$ cat config.mk
export PLATFORM = sky130hd
export DESIGN_NAME = hci_router_split
export DESIGN_NICKNAME = d
export VERILOG_FILES = /design/src/rtl/hci_router_split.sv
export SDC_FILE = /design/constraint.sdc
export NUM_CORES = 1
export LEC_CHECK = 0
export ABC_AREA = 0
export CAP_MARGIN = 20
export CORE_AREA = 2 2 367 369
export DETAILED_ROUTE_END_ITERATION = 10
export DIE_AREA = 0 0 369 371
export PLACE_DENSITY = 0.4
export SLEW_MARGIN = 25
export SYNTH_ARGS = -nofsm -noshare
export SYNTH_HDL_FRONTEND = slang
export SYNTH_SLANG_ARGS = --single-unit
$ cat constraint.sdc
create_clock -name clk_i -period 9.8 [get_ports clk_i]
set_input_delay 2.94 -clock clk_i [delete_from_list [all_inputs] [get_ports clk_i]]
set_output_delay 2.94 -clock clk_i [all_outputs]
set_load 0.03 [all_outputs]
$ cat src/rtl/hci_router_split.sv
// hci_router_split: maps one wide initiator onto NB_LANES adjacent banks (wrapping) and
// tolerates staggered bank grants. Optional macro HCI_ROUTER_SPARSE_EN skips zero-be lanes.
module hci_router_split #(
  parameter int unsigned DW_BANK     = 32,
  parameter int unsigned NB_LANES    = 4,
  parameter int unsigned NB_OUT_CHAN = 8,
  parameter int unsigned AW_BANK     = 10,
  localparam int unsigned DW_IN = NB_LANES * DW_BANK,
  localparam int unsigned BW    = DW_BANK / 8,
  localparam int unsigned OFFS  = $clog2(BW),
  localparam int unsigned IDXW  = $clog2(NB_OUT_CHAN),
  localparam int unsigned AW_IN = AW_BANK + IDXW + OFFS
) (
  input  logic                           clk_i,
  input  logic                           rst_ni,
  input  logic                           clear_i,
  input  logic                           in_req_i,
  output logic                           in_gnt_o,
  input  logic [AW_IN-1:0]               in_add_i,
  input  logic                           in_wen_i,
  input  logic [DW_IN/8-1:0]             in_be_i,
  input  logic [DW_IN-1:0]               in_data_i,
  output logic                           in_r_valid_o,
  input  logic                           in_r_ready_i,
  output logic [DW_IN-1:0]               in_r_data_o,
  output logic [NB_OUT_CHAN-1:0]         out_req_o,
  input  logic [NB_OUT_CHAN-1:0]         out_gnt_i,
  output logic [NB_OUT_CHAN*AW_BANK-1:0] out_add_o,
  output logic [NB_OUT_CHAN-1:0]         out_wen_o,
  output logic [NB_OUT_CHAN*BW-1:0]      out_be_o,
  output logic [NB_OUT_CHAN*DW_BANK-1:0] out_data_o,
  input  logic [NB_OUT_CHAN-1:0]         out_r_valid_i,
  input  logic [NB_OUT_CHAN*DW_BANK-1:0] out_r_data_i
);

  typedef enum logic [1:0] {IDLE, ISSUE, RESP} state_e;
  state_e r_state, w_state_next;

  logic [IDXW-1:0]        w_idx, r_idx;
  logic [AW_BANK-1:0]     w_row;
  logic [NB_OUT_CHAN-1:0] w_lane_act, w_bank_act, w_gnt_now, w_req, w_arrive;
  logic [NB_OUT_CHAN-1:0] r_gnt, r_pend, r_capt, r_act;
  logic [IDXW-1:0]        w_lane_of    [NB_OUT_CHAN];
  logic [DW_BANK-1:0]     w_lane_data  [NB_OUT_CHAN];
  logic [BW-1:0]          w_lane_be    [NB_OUT_CHAN];
  logic [DW_BANK-1:0]     w_bank_rdata [NB_OUT_CHAN];
  logic [DW_BANK-1:0]     r_buf        [NB_OUT_CHAN];
  logic                   r_wen;
  logic                   w_issuing, w_full, w_start, w_rvalid, w_resp_done;

  if (NB_LANES > NB_OUT_CHAN || NB_OUT_CHAN < 2 || DW_BANK < 8 ||
      (NB_LANES & (NB_LANES - 1)) != 0 || (NB_OUT_CHAN & (NB_OUT_CHAN - 1)) != 0 ||
      (DW_BANK & (DW_BANK - 1)) != 0) begin : g_param_err
    $error("hci_router_split: illegal parameter combination");
  end

  if (OFFS > 0) begin : g_offs
    logic w_unused_offs;
    assign w_unused_offs = ^in_add_i[OFFS-1:0];
  end

  assign w_idx = in_add_i[OFFS +: IDXW];
  assign w_row = in_add_i[OFFS+IDXW +: AW_BANK];

  // Lane views padded to NB_OUT_CHAN entries so unmapped banks see an inactive, zero lane.
  for (genvar gi = 0; gi < NB_OUT_CHAN; gi++) begin : g_lane
    if (gi < NB_LANES) begin : g_used
      assign w_lane_data[gi] = in_data_i[gi*DW_BANK +: DW_BANK];
      assign w_lane_be[gi]   = in_be_i[gi*BW +: BW];
`ifdef HCI_ROUTER_SPARSE_EN
      assign w_lane_act[gi]  = |in_be_i[gi*BW +: BW];
`else
      assign w_lane_act[gi]  = 1'b1;
`endif
    end else begin : g_pad
      assign w_lane_data[gi] = '0;
      assign w_lane_be[gi]   = '0;
      assign w_lane_act[gi]  = 1'b0;
    end
  end

  for (genvar gi = 0; gi < NB_OUT_CHAN; gi++) begin : g_bank
    assign w_lane_of[gi]  = IDXW'(gi) - w_idx;
    assign w_bank_act[gi] = w_lane_act[w_lane_of[gi]];
    assign w_req[gi]      = w_issuing & w_bank_act[gi] & ~r_gnt[gi];
    // A bank below idx is reached only by wrapping, so it serves the next row.
    assign out_add_o[gi*AW_BANK +: AW_BANK] =
      w_req[gi] ? w_row + AW_BANK'(IDXW'(gi) < w_idx) : '0;
    assign out_wen_o[gi] = w_req[gi] & in_wen_i;
    assign out_be_o[gi*BW +: BW] = w_req[gi] ? w_lane_be[w_lane_of[gi]] : '0;
    assign out_data_o[gi*DW_BANK +: DW_BANK] = w_req[gi] ? w_lane_data[w_lane_of[gi]] : '0;
    assign w_bank_rdata[gi] = r_capt[gi] ? r_buf[gi] : out_r_data_i[gi*DW_BANK +: DW_BANK];
  end

  assign out_req_o   = w_req;
  assign w_gnt_now   = r_gnt | (w_bank_act & out_gnt_i);
  assign w_full      = &(w_gnt_now | ~w_bank_act);
  assign w_arrive    = r_pend & out_r_valid_i;
  assign w_rvalid    = ~clear_i & (r_state == RESP) & (&(r_capt | w_arrive | ~r_act));
  assign w_resp_done = w_rvalid & in_r_ready_i;
  assign w_issuing   = in_req_i & ~clear_i & ((r_state != RESP) | w_resp_done);
  assign w_start     = w_issuing & (r_state != ISSUE);

  for (genvar gi = 0; gi < NB_LANES; gi++) begin : g_rdata
    logic [IDXW-1:0] w_bank;
    assign w_bank = r_idx + IDXW'(gi);
    assign in_r_data_o[gi*DW_BANK +: DW_BANK] =
      (w_rvalid & r_wen & r_act[w_bank]) ? w_bank_rdata[w_bank] : '0;
  end

  always_comb begin
    w_state_next = r_state;
    in_gnt_o     = w_issuing & w_full;
    in_r_valid_o = w_rvalid;
    case (r_state)
      IDLE, RESP: begin
        if (w_issuing)        w_state_next = w_full ? RESP : ISSUE;
        else if (w_resp_done) w_state_next = IDLE;
      end
      ISSUE:   if (w_issuing && w_full) w_state_next = RESP;
      default: w_state_next = IDLE;
    endcase
    if (clear_i) w_state_next = IDLE;
  end

  always_ff @(posedge clk_i or negedge rst_ni) begin
    if (!rst_ni) begin
      r_state <= IDLE;
      r_gnt   <= '0;
      r_pend  <= '0;
      r_capt  <= '0;
      r_act   <= '0;
      r_idx   <= '0;
      r_wen   <= 1'b0;
    end else if (clear_i) begin
      r_state <= IDLE;
      r_gnt   <= '0;
      r_pend  <= '0;
      r_capt  <= '0;
      r_act   <= '0;
      r_idx   <= '0;
      r_wen   <= 1'b0;
    end else begin
      r_state <= w_state_next;
      r_pend  <= w_req & out_gnt_i;
      // Arrivals on a start cycle belong to the access just drained.
      r_capt  <= w_start ? '0 : (r_capt | w_arrive);
      if (w_issuing) begin
        r_gnt <= w_full ? '0 : w_gnt_now;
        r_idx <= w_idx;
        r_act <= w_bank_act;
        r_wen <= in_wen_i;
      end
    end
  end

  always_ff @(posedge clk_i or negedge rst_ni) begin
    if (!rst_ni) begin
      for (int i = 0; i < NB_OUT_CHAN; i++) r_buf[i] <= '0;
    end else begin
      for (int i = 0; i < NB_OUT_CHAN; i++)
        if (w_arrive[i]) r_buf[i] <= out_r_data_i[i*DW_BANK +: DW_BANK];
    end
  end

endmodule
==> flow_summary.ini, run 1 <==
[run_status]
status = finished clean

[timing]
period_needed_ns = 9.242
max_freq_ghz = 0.1082
hold_violations = 0
worst_slew_pin_slew_ns = 1.055
period_share = 0.9431
finalSetupViolCount = 0
setup-tns-final_ns = 0
finClkSkew_ns = 0.02589
relSlewSlack = 0.2964
rsz0062_at_grt = false
report.final.slew_viol_count = 0

[setup_path]
worstSetupPathType = in2out
cp.arrival_ns = 6.30
slowest_stage = clkdlybuf4s50_1
critical-path-max-stage-delay_ns = 0.74
regToRegSetupSlack_ns = 6.60
cp-end-kind = output port
path_cells = clkdlybuf4s50_1 > a21oi_1 > a22oi_2 > nand4_2 > a2bb2oi_2 > or3_1 > inv_4 > and2_1 > clkdlybuf4s50_1
critPathMaxFanout = 35
worst_ep_required_time_ns = 6.86
start_kind = input pin
crit_top_cell = clkdlybuf4s50_1

[route]
wire_per_inst_um = 33.05
route.detailed.drc = 0
drt-initial-drc-count = 1699
post_drt_via_cell_ratio = 4.983
dr.pass1.iters = 5
ant_nets = 0
vias = 28560
wl_um = 189400

[clock_network]
cts_resized = 0
cts_max_path_buffers = 3
cts_setup_buffers = 0
cts.sinks = 293
h-tree-depth = 2
clock_latency_ns = 0.59
clk_pin_slew_worst_paths_ns = 0.06
tritoncts.num_buffers = 40
cts_tree = built
cts_hold_buf = 0
cts_root_buffer = clkbuf_16

[synthesis]
yosys_register_bits = 293
synth_edf_count = 0
ys.flop_type = dfrtp_1
seq_area_frac_synth = 0.2622
syn_avg_cell_area_sq_um = 8.969
syn-cell-area_sq_um = 27970
postSynthCellCount = 3118
synth_warnings = 0
yosys.cell_types.count = 54
syn-num-nets = 3578
synthArstFlopShare = 1.000

[power]
leakagePower_uw = 0.01654
vdd_drop_max_mv = 0.1146
power.density_nw_per_um2 = 123.7

[global_routing]
grt_max_degree = 157
grtUsageTotal = 0.2659
grt_pass1_wl_um = 248400
overflow = 0
grt_pass1_vias = 28110
antenna_found_initial = 92

[floorplanning]
ioPinCount = 951
row_count = 134
core-area_sq_um = 132800
die_w_um = 369
die_area_sq_um = 136900
initial_core_util = 0.2106
die_h_um = 371

[final_layout]
nNetsFinal = 4357
layout-drive-gt1-share = 0.2383
post-route-util = 0.3175
layout_commonest_cell = clkdlybuf4s50_1
area_growth_pct = 50.78
layout_common_cells = clkdlybuf4s50_1, nand2_1, and2_1

[place]
hpwl_um = 154800
gp_congestion = 0.9580
port_buffers = 948

[run]
maxCapViolations = 0

[hold_path]
hold_path.class = reg2reg
[critical path, delay by kind of cell]
family	cells	cell delay (ns)
AND/OR/NAND/NOR	3	0.87
AO/OA/AOI/OAI	3	0.70
buffers and inverters	3	1.67
[flip-flops by register name, summed over array words and instances (netlist names)]
name     flops
r_act        7
r_buf      256
r_capt       8
r_gnt        8
r_idx        3
r_pend       8
r_state      2
r_wen        1
[through the flow]
stage                     hold WS (ns)  worst slack, ns  instances  total power [uW]  instance area, sq um
final                           0.4997           0.5578       5731              5214                 42170
after global routing            0.5021           0.4388       5699              5466                 42090
after CTS                       0.5005           0.5413       5694              5277                 42040
after detailed placement        0.4869           0.5546       5622              3685                 40690
after global placement          0.4812           0.3908       5622              3656                 40680
after floorplan                 0.4736           0.8961       3118              2772                 27970
[final timing paths]
check                                      start                     end  cells past startpoint
min                        r_buf[32]$_DFFE_PN0P_   r_buf[32]$_DFFE_PN0P_                      1
min reg2reg                r_buf[32]$_DFFE_PN0P_   r_buf[32]$_DFFE_PN0P_                      1
max in group asynchronous                 rst_ni    r_idx[1]$_DFFE_PN0P_                      2
min in group asynchronous                 rst_ni  r_buf[218]$_DFFE_PN0P_                      1
max reg2reg                  r_capt[0]$_DFF_PN0_     r_pend[0]$_DFF_PN0_                      9
max                             out_r_valid_i[6]         out_data_o[133]                      9
[Yosys cell counts, drive strengths merged (2+ instances only)]
| cell | count | area share |
|---|---|---|
| and2 | 332 | 0.074 |
| xnor2 | 11 | 0.0034 |
| o21bai | 2 | 0.00054 |
| inv | 17 | 0.0024 |
| clkbuf | 161 | 0.022 |
| a31oi | 8 | 0.0018 |
| nand2 | 403 | 0.054 |
| mux4 | 146 | 0.12 |
| maj3 | 2 | 0.00072 |
| and3 | 15 | 0.0034 |
| a22oi | 4 | 0.0013 |
| o211ai | 2 | 0.00054 |
| a211o | 21 | 0.0066 |
| nand3 | 73 | 0.013 |
| dfrtp | 293 | 0.26 |
| a21oi | 167 | 0.030 |
| o31ai | 5 | 0.0013 |
| buf | 143 | 0.025 |
| nor2 | 304 | 0.041 |
| a22o | 9 | 0.0028 |
| nand4 | 2 | 0.00067 |
| or3 | 8 | 0.0018 |
| a311oi | 20 | 0.0063 |
| mux2i | 281 | 0.10 |
| nor4 | 2 | 0.00045 |
| xor2 | 53 | 0.017 |
| nor3 | 10 | 0.0020 |
| nor3b | 4 | 0.0011 |
| o21ai | 47 | 0.0084 |
| ha | 23 | 0.010 |
| mux2 | 301 | 0.12 |
| a211oi | 217 | 0.058 |
| o21a | 21 | 0.0056 |
[power breakdown]
group	internal (uW)	switching (uW)	leakage (uW)
clock	924	631	0.000664
sequential	1490	153	0.00371
combinational	893	1120	0.0122
[routing by layer]
metal  part of all wire  track usage  vias to the layer above  wire length [um]
li1                   -            -                    12810                 -
met5             0.0020            0                        -               381
met2               0.53       0.5008                     1057             99640
met4              0.052       0.1122                       56              9783
met1               0.33       0.2611                    14350             63090
met3              0.087      0.09443                      278             16510
[cells by family (layout without fill, tap and decap cells)]
family                     count (synthesis)  after routing  share of synthesized area
DFF                                      293            293                     0.2622
buffers and inverters                    321           1130                    0.04948
and+or+nand+nor                         1158           1158                     0.1928
adders and majority gates                 25             25                    0.01101
muxes                                    728            728                     0.3394
AOI/OAI and AO/OA                        529            529                     0.1251
xor gates and xnor gates                  64             64                    0.02004
other                                      0             36                          0
[layout make-up]
type	count	area (sq um)
diodes	36	90.09
multi-input cells	2504	19360
inverters	17	76.32
well taps	1768	2212
repair buffers	1041	11720
flip-flops and latches	293	7353
clock inverters	14	206.4
clock buffers	58	1149
fillers	13920	90620
Note: power is estimated with default switching activity, not from simulation.
==> run 2: changes to the inputs <==
--- a/config.mk
+++ b/config.mk
@@ -11,7 +11,6 @@
 export DETAILED_ROUTE_END_ITERATION = 10
 export DIE_AREA = 0 0 369 371
 export PLACE_DENSITY = 0.4
-export SLEW_MARGIN = 25
 export SYNTH_ARGS = -nofsm -noshare
 export SYNTH_HDL_FRONTEND = slang
 export SYNTH_SLANG_ARGS = --single-unit
==> flow_summary.ini, run 2 (synthesized netlist as in run 1, its figures left out) <==
[final_layout]
nNetsFinal = 4357
largest_reg_flops = 256
nFillCells = 13910
layout-drive-gt1-share = 0.2386
layout_commonest_cell = clkdlybuf4s50_1
regMostFlops = r_buf
finalNonFillerCells = 5727
layout_common_cells = clkdlybuf4s50_1, nand2_1, and2_1
area_growth_pct = 50.89

[place]
dp_cells = 5622
gp_congestion = 0.9580
port_buffers = 948
hpwl_um = 154900

[timing]
rsz0062_at_grt = false
report.final.slew_viol_count = 0
finalSetupViolCount = 0
finClkSkew_ns = 0.03016
worst_slew_pin_slew_ns = 1.124
period_share = 0.9452
period_needed_ns = 9.263
setup-tns-final_ns = 0
max_freq_ghz = 0.1080
relSlewSlack = 0.2510
hold_violations = 0

[route]
wl_um = 189700
route.detailed.drc = 0
vias = 28680
wl_met3_um = 16350
top_layer_used = met5
drt-initial-drc-count = 1904
post_drt_via_cell_ratio = 5.007
met2_wirelength_um = 98470
dr.pass1.iters = 5
wire_per_inst_um = 33.12
drt-met1-wl_um = 63200
ant_nets = 0

[setup_path]
r2r_start = r_capt[0]$_DFF_PN0_
start_kind = input pin
worstSetupPathType = in2out
crit_path_start = out_r_valid_i[6]
critPathMaxFanout = 13
slowest_stage = clkdlybuf4s50_1
critical-path-max-stage-delay_ns = 0.68
worst_ep_required_time_ns = 6.86
cp-end-kind = output port
cp.arrival_ns = 6.32
path_cells = clkdlybuf4s50_1 > a21oi_1 > a22oi_2 > nand4_2 > a2bb2oi_1 > buf_4 > or3_1 > inv_2 > buf_4 > and2_1 > clkdlybuf4s50_1

[global_routing]
grt_pass1_vias = 28190
overflow = 0
grt_max_degree = 157
grtUsageTotal = 0.2663
grt_pass1_wl_um = 248200
antenna_found_initial = 97

[clock_network]
cts_setup_buffers = 0
cts_resized = 0
clk_pin_slew_worst_paths_ns = 0.05
cts_root_buffer = clkbuf_16
tritoncts.num_buffers = 40
cts_max_path_buffers = 3
h-tree-depth = 2
cts_tree = built
cts_hold_buf = 0
clock_latency_ns = 0.60
cts.sinks = 293

[hold_path]
hold_start = r_buf[32]$_DFFE_PN0P_
hold_path.class = reg2reg

[floorplanning]
row_count = 134
initial_core_util = 0.2106
die_w_um = 369
die_h_um = 371
ioPinCount = 951
die_area_sq_um = 136900
core-area_sq_um = 132800

[run]
maxCapViolations = 0

[power]
vdd_drop_max_mv = 0.09439
power.density_nw_per_um2 = 125.4
leakagePower_uw = 0.01656

[run_status]
status = finished clean
==> run 2: per-layer routing <==
metal / GRT usage / up-vias
met5: 0 / -
met4: 0.1274 / 54
met3: 0.09490 / 304
met2: 0.4957 / 1135
met1: 0.2602 / 14370
li1: - / 12810
==> run 2: critical path: cells and delay by family <==
family / cells / cell delay [ns]
AOI/OAI and AO/OA: 3 / 0.70
buffers and inverters: 5 / 1.94
and+or+nand+nor: 3 / 0.71
==> run 2: power by group <==
group,leakage [uW],internal [uW],switching [uW]
clock,0.000693,991,641
combinational,0.0122,892,1120
sequential,0.00371,1490,153
total,0.0166,3380,1920
==> run 2: final cells by class <==
type                            instances  area [sq um]  share of cell area
Multi-Input combinational cell       2504         19360              0.4587
Timing Repair Buffer                 1041         11690              0.2771
Sequential cell                       293          7353              0.1743
Tap cell                             1768          2212             0.05242
Clock buffer                           58          1169             0.02769
Clock inverter                         14         259.0            0.006138
Antenna cell                           32         80.08            0.001898
Inverter                               17         76.32            0.001809
==> run 2: through the flow <==
stage | worst slack, ns | power (uW) | area [sq um] | util | hold slack (ns)
floorplan | 0.8961 | 2772 | 27970 | - | 0.4736
global placement | 0.3908 | 3656 | 40680 | 0.3064 | 0.4812
detailed placement | 0.4393 | 3685 | 40680 | 0.3064 | 0.4869
CTS | 0.4192 | 5351 | 42110 | 0.3171 | 0.5003
global route | 0.3945 | 5542 | 42120 | 0.3172 | 0.5022
finish | 0.5370 | 5291 | 42200 | 0.3178 | 0.4989
==> run 2: worst paths after layout <==
kind | end | slack (ns) | cells past startpoint
worst max-delay path | out_be_o[14] | 0.54 | 11
worst min-delay path | r_buf[32]$_DFFE_PN0P_ | 0.50 | 1
worst max register to register | r_pend[0]$_DFF_PN0_ | 6.71 | 9
worst min register to register | r_buf[32]$_DFFE_PN0P_ | 0.50 | 1
max in group asynchronous | r_idx[1]$_DFFE_PN0P_ | 5.97 | 2
min in group asynchronous | r_buf[222]$_DFFE_PN0P_ | 2.40 | 1
